File: config.mk
export PLATFORM = sky130hd
export DESIGN_NAME = seg_scan_driver
export DESIGN_NICKNAME = d
export VERILOG_FILES = /design/src/rtl/seg_scan_driver.sv
export SDC_FILE = /design/constraint.sdc
export NUM_CORES = 1
export LEC_CHECK = 0
export BUFFER_PORTS_ARGS = -buffer_cell sky130_fd_sc_hd__buf_2
export CAP_MARGIN = 15
export CORE_MARGIN = 8
export CORE_UTILIZATION = 40
export DETAILED_ROUTE_END_ITERATION = 10
export SLEW_MARGIN = 20
export SYNTH_ARGS = -nofsm -noshare
export SYNTH_HDL_FRONTEND = slang
export SYNTH_SLANG_ARGS = --single-unit
File: constraint.sdc
create_clock -name clk -period 4.4 [get_ports clk]
set_input_delay 0.88 -clock clk [delete_from_list [all_inputs] [get_ports clk]]
set_output_delay 0.88 -clock clk [all_outputs]
set_load 0.005 [all_outputs]
File: src/rtl/seg_scan_driver.sv
// Time-multiplexed 7-segment scan driver with a double-buffered digit store.
// Shadow writes are copied to the active store only at a frame boundary, so a frame never tears.
module seg_scan_driver #(
    parameter int unsigned N_DIGITS       = 10,
    parameter int unsigned CLK_DIV        = 1000,
    parameter int unsigned BLANK_CYCLES   = 16,
    parameter int unsigned SEL_ACTIVE_LOW = 0,
    parameter int unsigned SEG_ACTIVE_LOW = 0
) (
    input  logic                clk,
    input  logic                rst,
    input  logic                wr_en,
    input  logic [3:0]          wr_addr,
    input  logic [5:0]          wr_data,
    input  logic                commit_req,
    output logic                commit_ack,
    input  logic                blank_all,
    output logic [7:0]          segm,
    output logic [N_DIGITS-1:0] sel,
    output logic                frame_tick
);

    localparam int unsigned CW = (CLK_DIV > 1) ? $clog2(CLK_DIV) : 1;
    localparam int unsigned DW = (N_DIGITS > 1) ? $clog2(N_DIGITS) : 1;
    localparam logic [5:0]          BLANK_ENTRY = 6'h20;
    localparam logic [N_DIGITS-1:0] SEL_OFF     = (SEL_ACTIVE_LOW != 0) ? '1 : '0;
    localparam logic [7:0]          SEG_OFF     = (SEG_ACTIVE_LOW != 0) ? 8'hFF : 8'h00;

    logic [CW-1:0]       cnt;
    logic [DW-1:0]       digit;
    logic                pending;
    logic [5:0]          shadow [N_DIGITS];
    logic [5:0]          active [N_DIGITS];

    logic                slot_end;
    logic                boundary;
    logic                do_commit;
    logic                wr_hit;
    logic [N_DIGITS-1:0] sel_nxt;
    logic [7:0]          segm_nxt;

    // Entry -> active-high segments: [5] blanks the whole digit including dp
    function automatic logic [7:0] decode(input logic [5:0] entry);
        logic [6:0] seg7;
        case (entry[3:0])
            4'h0: seg7 = 7'h3F;  4'h1: seg7 = 7'h06;  4'h2: seg7 = 7'h5B;  4'h3: seg7 = 7'h4F;
            4'h4: seg7 = 7'h66;  4'h5: seg7 = 7'h6D;  4'h6: seg7 = 7'h7D;  4'h7: seg7 = 7'h07;
            4'h8: seg7 = 7'h7F;  4'h9: seg7 = 7'h6F;  4'hA: seg7 = 7'h77;  4'hB: seg7 = 7'h7C;
            4'hC: seg7 = 7'h39;  4'hD: seg7 = 7'h5E;  4'hE: seg7 = 7'h79;  default: seg7 = 7'h71;
        endcase
        return entry[5] ? 8'h00 : {entry[4], seg7};
    endfunction

    // Slot timing, commit decision and next output values
    always_comb begin
        sel_nxt   = '0;
        segm_nxt  = '0;
        slot_end  = (cnt == CW'(CLK_DIV - 1));
        boundary  = slot_end && (digit == DW'(N_DIGITS - 1));
        do_commit = boundary && (pending || commit_req);
        wr_hit    = wr_en && (32'(wr_addr) < N_DIGITS);
        if (cnt >= CW'(BLANK_CYCLES)) begin
            segm_nxt = decode(active[digit]);
            if (!blank_all) begin
                sel_nxt = N_DIGITS'(1) << digit;
            end
        end
        sel_nxt  = sel_nxt ^ SEL_OFF;
        segm_nxt = segm_nxt ^ SEG_OFF;
    end

    always_ff @(posedge clk) begin
        if (rst) begin
            cnt        <= '0;
            digit      <= '0;
            pending    <= 1'b0;
            sel        <= SEL_OFF;
            segm       <= SEG_OFF;
            frame_tick <= 1'b0;
            commit_ack <= 1'b0;
            for (int i = 0; i < int'(N_DIGITS); i++) begin
                shadow[i] <= BLANK_ENTRY;
                active[i] <= BLANK_ENTRY;
            end
        end else begin
            sel        <= sel_nxt;
            segm       <= segm_nxt;
            frame_tick <= boundary;
            commit_ack <= do_commit;
            pending    <= do_commit ? 1'b0 : (pending | commit_req);
            if (slot_end) begin
                cnt   <= '0;
                digit <= (digit == DW'(N_DIGITS - 1)) ? '0 : digit + DW'(1);
            end else begin
                cnt <= cnt + CW'(1);
            end
            // Copy reads the pre-write shadow; a same-cycle write waits for a later commit
            if (do_commit) begin
                for (int i = 0; i < int'(N_DIGITS); i++) begin
                    active[i] <= shadow[i];
                end
            end
            if (wr_hit) begin
                shadow[DW'(wr_addr)] <= wr_data;
            end
        end
    end

endmodule

After elaboration in Yosys (flattened, before gate mapping)
Memories as Yosys holds them, arrays and structs flattened. A register that Yosys moved wholly into a read port is not among the register bits.
Index checks and enable logic that the tools add are counted.
Widths: inputs -> output; s select.
{"block": "word_totals", "register_bits": 35, "mem_bits_rw": 120, "elab_cells": 62, "rom_bits": 112, "mem_count": 3}
{"memory": "(name not given)", "words": 16, "word_bits": 7, "rd": 1, "rd_ports_with_merged_regs": 1, "wr": 0, "line_no": "45", "source": "case (entry[3:0])"}
{"memory": "active", "words": 10, "word_bits": 6, "rd": 1, "rd_ports_with_merged_regs": 1, "wr": 10, "line_no": "33", "source": "logic [5:0] active [N_DIGITS];"}
{"memory": "shadow", "words": 10, "word_bits": 6, "rd": 10, "rd_ports_with_merged_regs": 0, "wr": 10, "line_no": "32", "source": "logic [5:0] shadow [N_DIGITS];"}
{"block": "classes", "n_lt_le_gt_ge": 2, "n_addsub": 2, "n_reduce_logical": 9, "n_shift": 1, "mux": 24, "bitwise_logic": 12, "eq_ne": 2}
{"operator": "$mux 6", "n": 11}
{"operator": "$mux 4", "n": 4}
{"operator": "$or 1x1->1", "n": 11}
{"operator": "$add 10x1->10 const B", "n": 1}
{"operator": "$eq 10x10->1 const B", "n": 1}
{"operator": "$ge 10x5->1 const B", "n": 1}
{"operator": "$shl 1x4->10 const A", "n": 1}
{"operator": "$mux 1", "n": 9}
{"operator": "$reduce_or 3->1", "n": 2}
{"operator": "$reduce_or 6->1", "n": 1}
{"operator": "$add 4x1->4 const B", "n": 1}
{"operator": "$eq 4x4->1 const B", "n": 1}
{"operator": "$lt 4x4->1 const B", "n": 1}
{"operator": "$reduce_or 2->1", "n": 2}
{"operator": "$logic_and 1x1->1", "n": 3}
{"operator": "$logic_or 1x1->1", "n": 1}
{"operator": "$not 1->1", "n": 1}

Longest topological paths before layout
Gate-level depths: netlist of the first run.
{"block": "logic_depth", "depth_word": 7, "ltp_mapped": 11, "depth_no_buf": 9}

Least setup slack after synthesis of the first run
No wires, ideal clock.
{"block": "synth_timing", "path_kind": "reg-to-reg", "startpoint": "reg cnt[0]", "endpoint": "mem active[0][0], enable pin", "arrival_time_ns": 4.092, "synth_period_minus_slack_ns": 4.582, "path_stages_with_launch": 6, "t_required_ns": 3.910, "n_path_buf": 0, "slack_ns": -0.182, "cell_sequence": "dfxtp_1 -> ha_1 -> nand4_1 -> nor4_4 -> nand3_2 -> o21bai_1"}
{"element": "start: declaration", "line_no": "29", "source": "logic [CW-1:0] cnt;"}
{"element": "start signal: assignment", "line_no": "95", "source": "cnt <= cnt + CW'(1);"}
{"element": "end: declaration", "line_no": "33"}

==> results of run 1 <==
worst max-delay path by stage:
stage                    to  slack [ns]  cells after the start
3_5_place_dp        segm[5]        1.42                      9
5_1_grt             segm[5]        1.23                      9
3_3_place_gp        segm[6]        1.53                      9
4_1_cts             segm[5]        1.40                      9
6_report            segm[5]        1.43                      9
2_1_floorplan  active[0][0]        1.08                      5
layer usage:
layer  vias to the layer above  share of wire (%)
li1                       1800                  -
met1                      1777                 46
met2                        85                 48
met3                        10                4.9
met4                         0                1.0
met5                         -                  0
placed cells by master, fill, tap and decap left out, drive strengths merged, types with 4 or more instances in the layout:
cell | netlist | routed
and2 | 50 | 50
nor3 | 7 | 7
buf | 12 | 38
clkinv | 1 | 6
ha | 9 | 9
edfxtp | 120 | 120
clkinvlp | 0 | 4
nand2 | 18 | 18
xnor2 | 10 | 10
mux4 | 12 | 12
nor2b | 8 | 8
a21oi | 6 | 6
mux2i | 10 | 10
a221oi | 4 | 4
or2 | 4 | 4
nor2 | 72 | 72
mux2 | 5 | 5
clkbuf | 6 | 18
inv | 14 | 16
o21ai | 9 | 9
nand4 | 4 | 4
nand3 | 9 | 9
nand2b | 27 | 27
dfxtp | 39 | 39
through the flow:
stage | area (um^2) | setup WS [ns] | total power, mW | utilization [%]
5_1_grt | 7601 | 1.227 | 3.330 | 46.33
4_1_cts | 7601 | 1.401 | 3.262 | 46.33
6_report | 7601 | 1.426 | 3.237 | 46.33
3_5_place_dp | 7005 | 1.416 | 1.801 | 42.70
2_1_floorplan | 6633 | 1.083 | 1.761 | -
3_3_place_gp | 7005 | 1.531 | 1.798 | 42.70
sequential cells by signal, indices dropped and copies added (netlist names), named ones only:
register    flops
digit           4
shadow         60
cnt            10
segm            8
pending         1
commit_ack      1
sel            10
frame_tick      1
active         60
Yosys cell counts (3+ instances only):
master	n
a21oi_1	6
a221oi_1	4
and2_1	50
and3_1	3
buf_2	8
buf_6	3
clkbuf_1	6
dfxtp_1	39
edfxtp_1	120
ha_1	9
inv_1	8
inv_2	6
mux2_2	3
mux2i_1	8
mux4_1	6
mux4_2	6
nand2_1	17
nand2b_1	27
nand3_1	8
nand4_1	4
nor2_1	72
nor2b_1	8
nor3_1	6
nor3b_1	3
o21ai_1	5
o21ai_2	3
o21bai_1	3
or2_1	4
xnor2_1	10
xor2_1	3
where the power goes:
group,leakage (nW),internal [mW],total (mW),switching [mW]
Sequential,1.48,1.66,1.67,0.0162
Clock,0.280,0.891,1.47,0.578
Combinational,0.913,0.0303,0.0927,0.0624
Total,2.67,2.58,3.24,0.657
layout make-up:
cell class	count	area [um^2]
fillers	1452	8806
flip-flops and latches	159	4384
inverters	15	56.30
clock inverters	14	166.4
multi-input cells	295	2090
clock buffers	18	429.2
well taps	220	275.3
repair buffers	38	200.2
cell families (layout without fill, tap and decap cells):
logic type	count (synthesis)	in the layout	share of synthesized area (%)
xor gates and xnor gates	13	13	1.718
AOI/OAI and AO/OA	31	31	3.303
muxes	27	27	7.267
and+or+nand+nor	215	215	17.27
adders and majority gates	9	9	1.699
DFF	159	159	66.14
buffers and inverters	33	85	2.605
==> summary.md, run 1 <==
| Metric | Value |
|---|---|
| Status | `finished, final reports clean` |
| Hold Crit Class | `reg -> reg` |
| M3 GR Usage | `roughly 3.2%` |
| Grt peak-use layer | `met2` |
| Hold WS | `about 0.48 ns` |
| Nature of the critical path endpoint | `flop` |
| Total track usage | `12.81%` |
| Setup TNS | `0 ns` |
| Clock buffer count from CTS | `17` |
| Worst-path cell chain | `mux4_1 > mux2_2 > o21ai_1 > inv_1 > ha_1 > o21ai_0 > a21oi_1 > o21bai_1 > a221oi_1` |
| Reg2reg path depth | `9` |
| H-tree levels | `4` |
| Post-Route Skew | `between 0.015 and 0.02 ns` |
| Final Max Tran Viols | `0` |
| Vias per cell | `roughly 4.8` |
| GP Congestion | `0.7255` |
| Initial Util | `40.40%` |
| Slowest CP cell | `dfxtp_1` |
| Post-route ant nets | `0` |
| Share of cells above drive strength 1 | `18.00%` |
| Pwr Density | `425.8 nW/um^2` |
| Post-synthesis cell count | `487` |
| # clock sinks | `159` |
| WHS Path Cells | `1` |
| Register area share after synthesis | `66.14%` |
| FFs w/ async S/R, synth | `0%` |
| R2R Setup Slk | `1.43 ns` |
| Synth unique cells | `53` |
| Routed wire length | `12.56 mm` |
| First-pass GRT wire length | `19.71 mm` |
| DR iter-0 viols | `324` |
| Nets | `550` |
| Post-CTS Setup Bufs | `0` |
| Die span in x | `144.7 um` |
| Ys Warns | `0` |
| CP max FO | `11` |
| Largest net degree at the start of global routing | `between 60 and 70` |
| Top delay family on crit path | `compound AO/OA/AOI/OAI gates` |
| Cell Count, Final, Fillers Out | `759` |
| Placed cells | `727` |
| Crit path time final | `2.975 ns` |
| Tcrit/Tclk final | `67.60%` |
| EDFF count, synth | `120` |
| Hold Buf Count CTS | `0` |
| Number of placed I/O pins | `35` |
| Drt first pass iters | `4` |
| CTS Buffer Depth | `2` |
| VDD IR max | `0.2815 mV` |
| Highest Clock Rate | `roughly 340 MHz` |
| Ant diodes | `0` |
| CP max stage delay | `approximately 0.66 ns` |
| Total congestion overflow | `0` |
| Hold Path Sink | `cnt[0]` |
| FF+latch count, synth | `159` |
| Max-Cap Viols | `0` |
| Layout area overhead | `14.67%` |
| Clock transition at path regs | `0.06 ns` |
| Drt wl/cell | `16.55 um` |
| Top cell type's share of synthesized area | `between 50% and 60%` |
| Cell taking the most area after synthesis | `edfxtp_1` |
| WP data required | `between 4 and 5 ns` |
| Main synth FF type | `edfxtp_1` |
| Die area | `20,950 um^2` |
| CTS tree | `built` |
| Mapped cell area | `around 6600 um^2` |
| RR Endpoint | `segm[5]` |
| Met1 GRT Util | `between 15 and 20%` |
| Port buffer count | `34` |
| Final hold vios | `0` |
| Setup crit start kind | `flop` |
| Clock tree root buffer cell | `clkbuf_16` |
| Post-detail-place hpwl | `between 8 and 9 mm` |
| WP buf/inv | `1` |
| Pleak | `roughly 2.7 nW` |
| Die Y | `144.7 um` |
| Rows | `47` |
| Met2 GRT Util | `20.18%` |
| Post-cts sizing count | `0` |
| CP arrival | `3.29 ns` |
| Worst relative slew slack | `49.54%` |
| Hold Startpoint | `cnt[0]` |
| Via count | `3,672` |
| Mapped Nets | `511` |
| DRC | `0` |
| Initial antenna violation count | `0` |
| Vias in the first global route | `3,595` |
| Core Box Area | `16,410 um^2` |
| Final Setup Violations | `0` |
| Mapped Avg Cell Area | `13.61 um^2` |
| WS Path Type | `reg -> reg` |
| Clk_lat worst skew | `0.42 ns` |
| Synth top area cells | `edfxtp_1, dfxtp_1, and2_1` |
| RSZ-0062 raised after global routing | `false` |
| Worst-margin pin slew | `0.7554 ns` |
No activity file was read; power rests on OpenSTA's default activity.
==> inputs of run 2 (changes only) <==
==> constraint.sdc (replaced) <==
create_clock -name clk -period 3.1 [get_ports clk]
set_input_delay 0.62 -clock clk [delete_from_list [all_inputs] [get_ports clk]]
set_output_delay 0.62 -clock clk [all_outputs]
set_load 0.005 [all_outputs]
==> run 2 against run 1 <==
Against the previous run: first-iteration DRC count decreased by 27%; critical path depth unchanged; maximum frequency increased by 5.4%; final area increased by 0.69%; sequential share of layout area decreased by 0.40 points; clock power increased by 37%; final cell count increased by 0.92%; routed wire length decreased by 2.2%; utilization increased by 0.32 points; non-clock buffer count increased by 7.
==> summary.md, run 2 (synthesis results as in run 1) <==
| Metric | Value |
|---|---|
| Final Max Tran Viols | `0 (unchanged)` |
| VDD IR max | `0.3942 mV (+40%)` |
| Post-cts sizing count | `0 (unchanged)` |
| Ant diodes | `0 (unchanged)` |
| CP max FO | `9 (-2)` |
| RSZ-0062 raised after global routing | `false` |
| Initial antenna violation count | `0 (unchanged)` |
| Clock transition at path regs | `0.06 ns (about the same)` |
| Die area | `20,950 um^2 (unchanged)` |
| Hold WS | `0.4812 ns (+0.004933 ns)` |
| Layout area overhead | `15.46%` |
| Via count | `3,672 (unchanged)` |
| Clk_lat worst skew | `0.42 ns (about the same)` |
| DR iter-0 viols | `237 (-27%)` |
| Nature of the critical path endpoint | `flop` |
| Pleak | `2.708 nW (+1.4%)` |
| Rows | `47 (unchanged)` |
| First-pass GRT wire length | `19.51 mm (-1.1%)` |
| Post-Route Skew | `0.006965 ns (-0.01037 ns)` |
| Post-detail-place hpwl | `8.533 mm (-1.8%)` |
| Crit path time final | `2.823 ns (-0.1512 ns)` |
| Tcrit/Tclk final | `91.07% (+23 points)` |
| # clock sinks | `159 (unchanged)` |
| Setup TNS | `0 ns (unchanged)` |
| H-tree levels | `4 (unchanged)` |
| Vias per cell | `4.794 (-0.91%)` |
| Initial Util | `40.40% (unchanged)` |
| WP data required | `3.42 ns (-1.30 ns)` |
| Drt first pass iters | `4 (unchanged)` |
| Die Y | `144.7 um (unchanged)` |
| Share of cells above drive strength 1 | `18.13% (+0.14 points)` |
| WS Path Type | `reg -> reg` |
| Commonest non-fill, non-tap cell in the layout | `edfxtp_1` |
| CTS Buffer Depth | `2 (unchanged)` |
| Biggest regs | `active (60), shadow (60)` |
| Nets | `557 (+1.3%)` |
| CTS tree | `built` |
| Hold Buf Count CTS | `0 (unchanged)` |
| DRC | `0 (unchanged)` |
| Final hold vios | `0 (unchanged)` |
| Final Setup Violations | `0 (unchanged)` |
| Clock tree root buffer cell | `clkbuf_16` |
| Setup crit start kind | `flop` |
| Commonest cells after routing, fill and taps aside | `edfxtp_1, nor2_1, and2_1` |
| Post-route ant nets | `0 (unchanged)` |
| Die span in x | `144.7 um (unchanged)` |
| Port buffer count | `34 (unchanged)` |
| Drt wl/cell | `16.03 um (-3.1%)` |
| Largest net degree at the start of global routing | `62 (unchanged)` |
| Total congestion overflow | `0 (unchanged)` |
| Hold Crit Class | `reg -> reg` |
| Number of placed I/O pins | `35 (unchanged)` |
| CP arrival | `3.14 ns (-0.15 ns)` |
| Routed wire length | `12.28 mm (-2.2%)` |
| Pwr Density | `590.2 nW/um^2 (+39%)` |
| GP Congestion | `0.7989 (+10%)` |
| Status | `finished, final reports clean` |
| Total track usage | `12.71% (-0.097 points)` |
| Post-CTS Setup Bufs | `0 (unchanged)` |
| Vias in the first global route | `3,634 (+1.1%)` |
| Pwr Total | `4.517 mW (+40%)` |
| Worst relative slew slack | `44.70% (-4.8 points)` |
| Worst-margin pin slew | `0.8278 ns (+0.07247 ns)` |
| Clock buffer count from CTS | `17 (unchanged)` |
| Core Box Area | `16,410 um^2 (unchanged)` |
| Max-Cap Viols | `0 (unchanged)` |
| Highest Clock Rate | `354.2 MHz (+5.4%)` |
-- run 2: worst paths after layout --
| path | start | to | slack [ns] | depth (start not counted) |
|---|---|---|---|---|
| setup / recovery | flop | segm[5] | 0.28 | 9 |
| setup reg to reg | flop | segm[5] | 0.28 | 9 |
| hold / removal | cnt[0] | cnt[0] | 0.48 | 1 |
| hold reg to reg | cnt[0] | cnt[0] | 0.48 | 1 |
-- run 2: layout make-up --
type | instances | area (um^2)
inverters | 15 | 56.30
fillers | 1462 | 8753
multi-input cells | 295 | 2090
repair buffers | 45 | 277.8
clock inverters | 8 | 88.84
clock buffers | 24 | 481.7
flip-flops and latches | 159 | 4384
well taps | 220 | 275.3
-- run 2: worst max-delay path, stage by stage, from the launching register on --
cell	delay, ns
dfxtp_1	0.61
mux4_1	0.60
mux2_2	0.29
o21ai_2	0.25
inv_1	0.13
ha_1	0.24
o21ai_0	0.10
a21oi_1	0.11
o21bai_1	0.18
a221oi_1	0.23
-- run 2: metrics by stage --
| stage | instances | utilization (%) | instance area [um^2] | worst slack, ns |
|---|---|---|---|---|
| 6_report | 766 | 46.65 | 7654 | 0.2767 |
| 3_3_place_gp | 734 | 43.17 | 7083 | 0.4026 |
| 2_1_floorplan | 487 | - | 6640 | 0.4270 |
| 3_5_place_dp | 734 | 43.17 | 7083 | 0.2647 |
| 5_1_grt | 766 | 46.65 | 7654 | 0.03441 |
| 4_1_cts | 766 | 46.65 | 7654 | 0.2477 |
-- run 2: routing by layer --
layer	global-route usage, %	vias up	part of all wire [%]
met5	0	-	0
met4	5.257	0	1.2
met3	3.117	11	3.2
met2	21.34	62	51
met1	15.38	1785	45
li1	-	1814	-
-- run 2: where the power goes --
group	leakage [nW]	switching [mW]	total (mW)	internal, mW
combinational	0.955	0.0875	0.133	0.0459
sequential	1.48	0.0226	2.38	2.35
clock	0.277	0.768	2.01	1.24
total	2.71	0.878	4.52	3.64
==> inputs of run 3 (changes only) <==
--- a/config.mk
+++ b/config.mk
@@ -9,6 +9,7 @@
 export CAP_MARGIN = 15
 export CORE_MARGIN = 8
 export CORE_UTILIZATION = 40
+export CTS_BUF_LIST = sky130_fd_sc_hd__clkbuf_4
 export DETAILED_ROUTE_END_ITERATION = 10
 export SLEW_MARGIN = 20
 export SYNTH_ARGS = -nofsm -noshare
==> run 3 against run 2 <==
Against the previous run: clock-buffer cell count is 3 lower; total power decreased by 19%; largest power group unchanged; global-route usage is 0.14 points lower.
==> summary.md, run 3 (synthesis results as in run 1) <==
| Metric | Value |
|---|---|
| Setup crit start kind | `flop` |
| Core Box Area | `16,410 um^2 (unchanged)` |
| Final hold vios | `0 (unchanged)` |
| Die Y | `144.7 um (unchanged)` |
| RSZ-0062 raised after global routing | `false` |
| Tcrit/Tclk final | `91.13% (about the same)` |
| Total congestion overflow | `0 (unchanged)` |
| Die span in x | `144.7 um (unchanged)` |
| Share of cells above drive strength 1 | `18.32% (+0.18 points)` |
| CP max FO | `9 (unchanged)` |
| DR iter-0 viols | `206 (-13%)` |
| Number of placed I/O pins | `35 (unchanged)` |
| Final Max Tran Viols | `0 (unchanged)` |
| Hold Buf Count CTS | `0 (unchanged)` |
| Sequential cell area | `4384 um^2 (unchanged)` |
| Vias in the first global route | `3,614 (-0.55%)` |
| Layout area overhead | `10.78%` |
| Final Core Density | `44.76% (-1.9 points)` |
| Worst relative slew slack | `44.75% (+0.052 points)` |
| WP data required | `3.55 ns (+0.13 ns)` |
| Crit path time final | `2.825 ns (+0.001846 ns)` |
| Die area | `20,950 um^2 (unchanged)` |
| Initial Util | `40.40% (unchanged)` |
| Hold Crit Class | `in -> reg` |
| GP Congestion | `0.7989 (unchanged)` |
| Nets | `557 (unchanged)` |
| Highest Clock Rate | `354.0 MHz (about the same)` |
| Filler instances | `1,499 (+2.5%)` |
| Commonest cells after routing, fill and taps aside | `edfxtp_1, nor2_1, and2_1` |
| Commonest non-fill, non-tap cell in the layout | `edfxtp_1` |
| Nature of the critical path endpoint | `flop` |
| VDD IR max | `0.2357 mV (-40%)` |
| Clock buffer count from CTS | `17 (unchanged)` |
| Largest net degree at the start of global routing | `62 (unchanged)` |
| Rows | `47 (unchanged)` |
| Post-cts sizing count | `0 (unchanged)` |
| Total track usage | `12.57% (-0.14 points)` |
| CP arrival | `3.28 ns (+0.14 ns)` |
| CTS tree | `built` |
| CTS Buffer Depth | `2 (unchanged)` |
| H-tree levels | `4 (unchanged)` |
| Pleak | `2.573 nW (-5.0%)` |
| Status | `finished, final reports clean` |
| Pwr Total | `3.663 mW (-19%)` |
| Biggest regs | `active (60), shadow (60)` |
| DRC | `0 (unchanged)` |
| Pwr Density | `498.8 nW/um^2 (-15%)` |
| Drt first pass iters | `7 (+3)` |
| Post-CTS Setup Bufs | `0 (unchanged)` |
| Post-Route Skew | `0.01469 ns (+0.007728 ns)` |
| Post-detail-place hpwl | `8.533 mm (unchanged)` |
| Multi-input gate area | `2090 um^2 (unchanged)` |
| Drt wl/cell | `15.84 um (-1.2%)` |
| Worst-margin pin slew | `0.8271 ns (-0.0007758 ns)` |
| Via count | `3,675 (+0.082%)` |
| Initial antenna violation count | `1 (+1)` |
| Routed wire length | `12.15 mm (-1.1%)` |
| WS Path Type | `reg -> reg` |
| Clock tree root buffer cell | `clkbuf_4` |
| Setup TNS | `0 ns (unchanged)` |
| First-pass GRT wire length | `19.29 mm (-1.1%)` |
| Clock transition at path regs | `0.11 ns (+0.05 ns)` |
| Vias per cell | `4.791 (about the same)` |
| # clock sinks | `159 (unchanged)` |
| Port buffer count | `34 (unchanged)` |
| Post-route ant nets | `0 (unchanged)` |
| Max-Cap Viols | `0 (unchanged)` |
| Clk_lat worst skew | `0.54 ns (+0.12 ns)` |
| Final Setup Violations | `0 (unchanged)` |
[run 3: power breakdown]
group          internal, mW  total (mW)  switching, mW
Combinational        0.0458       0.134         0.0878
Sequential             2.35        2.37         0.0222
Clock                 0.496        1.16          0.661
Total                  2.89        3.66          0.771
[run 3: final cells by class]
cell class | instances | share of cell area, %
Antenna cell | 1 | 0.03408
Clock buffer | 21 | 2.147
Clock inverter | 11 | 1.363
Inverter | 15 | 0.7667
Multi-Input combinational cell | 295 | 28.45
Sequential cell | 159 | 59.70
Tap cell | 220 | 3.749
Timing Repair Buffer | 45 | 3.783
[run 3: critical path, cell delays in order, from the launching register on]
cell,delay [ns]
dfxtp_1,0.62
mux4_1,0.60
mux2_2,0.29
o21ai_2,0.25
inv_1,0.13
ha_1,0.24
o21ai_0,0.10
a21oi_1,0.11
o21bai_1,0.18
a221oi_1,0.23
[run 3: routing by layer]
layer	GRT usage (%)	vias to the layer above	share of wire, %
met5	0	-	0
met4	5.860	0	1.9
met3	3.248	18	4.4
met2	20.70	82	50
met1	15.19	1757	43
li1	-	1818	-
[run 3: stage by stage]
stage               worst slack, ns  hold WS (ns)  cells  instance area, um^2
floorplan                    0.4270        0.4417    487                 6640
global placement             0.4026        0.4643    734                 7083
detailed placement           0.2647        0.4752    734                 7083
CTS                          0.2398        0.3410    766                 7341
global route                0.02161        0.3484    767                 7343
finish                       0.2749        0.3852    767                 7343
[run 3: path summary, 6_finish.rpt]
check                       to  startpoint  slack [ns]  cells past startpoint
hold / removal    shadow[6][5]  wr_data[5]        0.39                      2
setup reg to reg       segm[5]        flop        0.27                      9
setup / recovery       segm[5]        flop        0.27                      9
hold reg to reg         cnt[0]      cnt[0]        0.50                      1
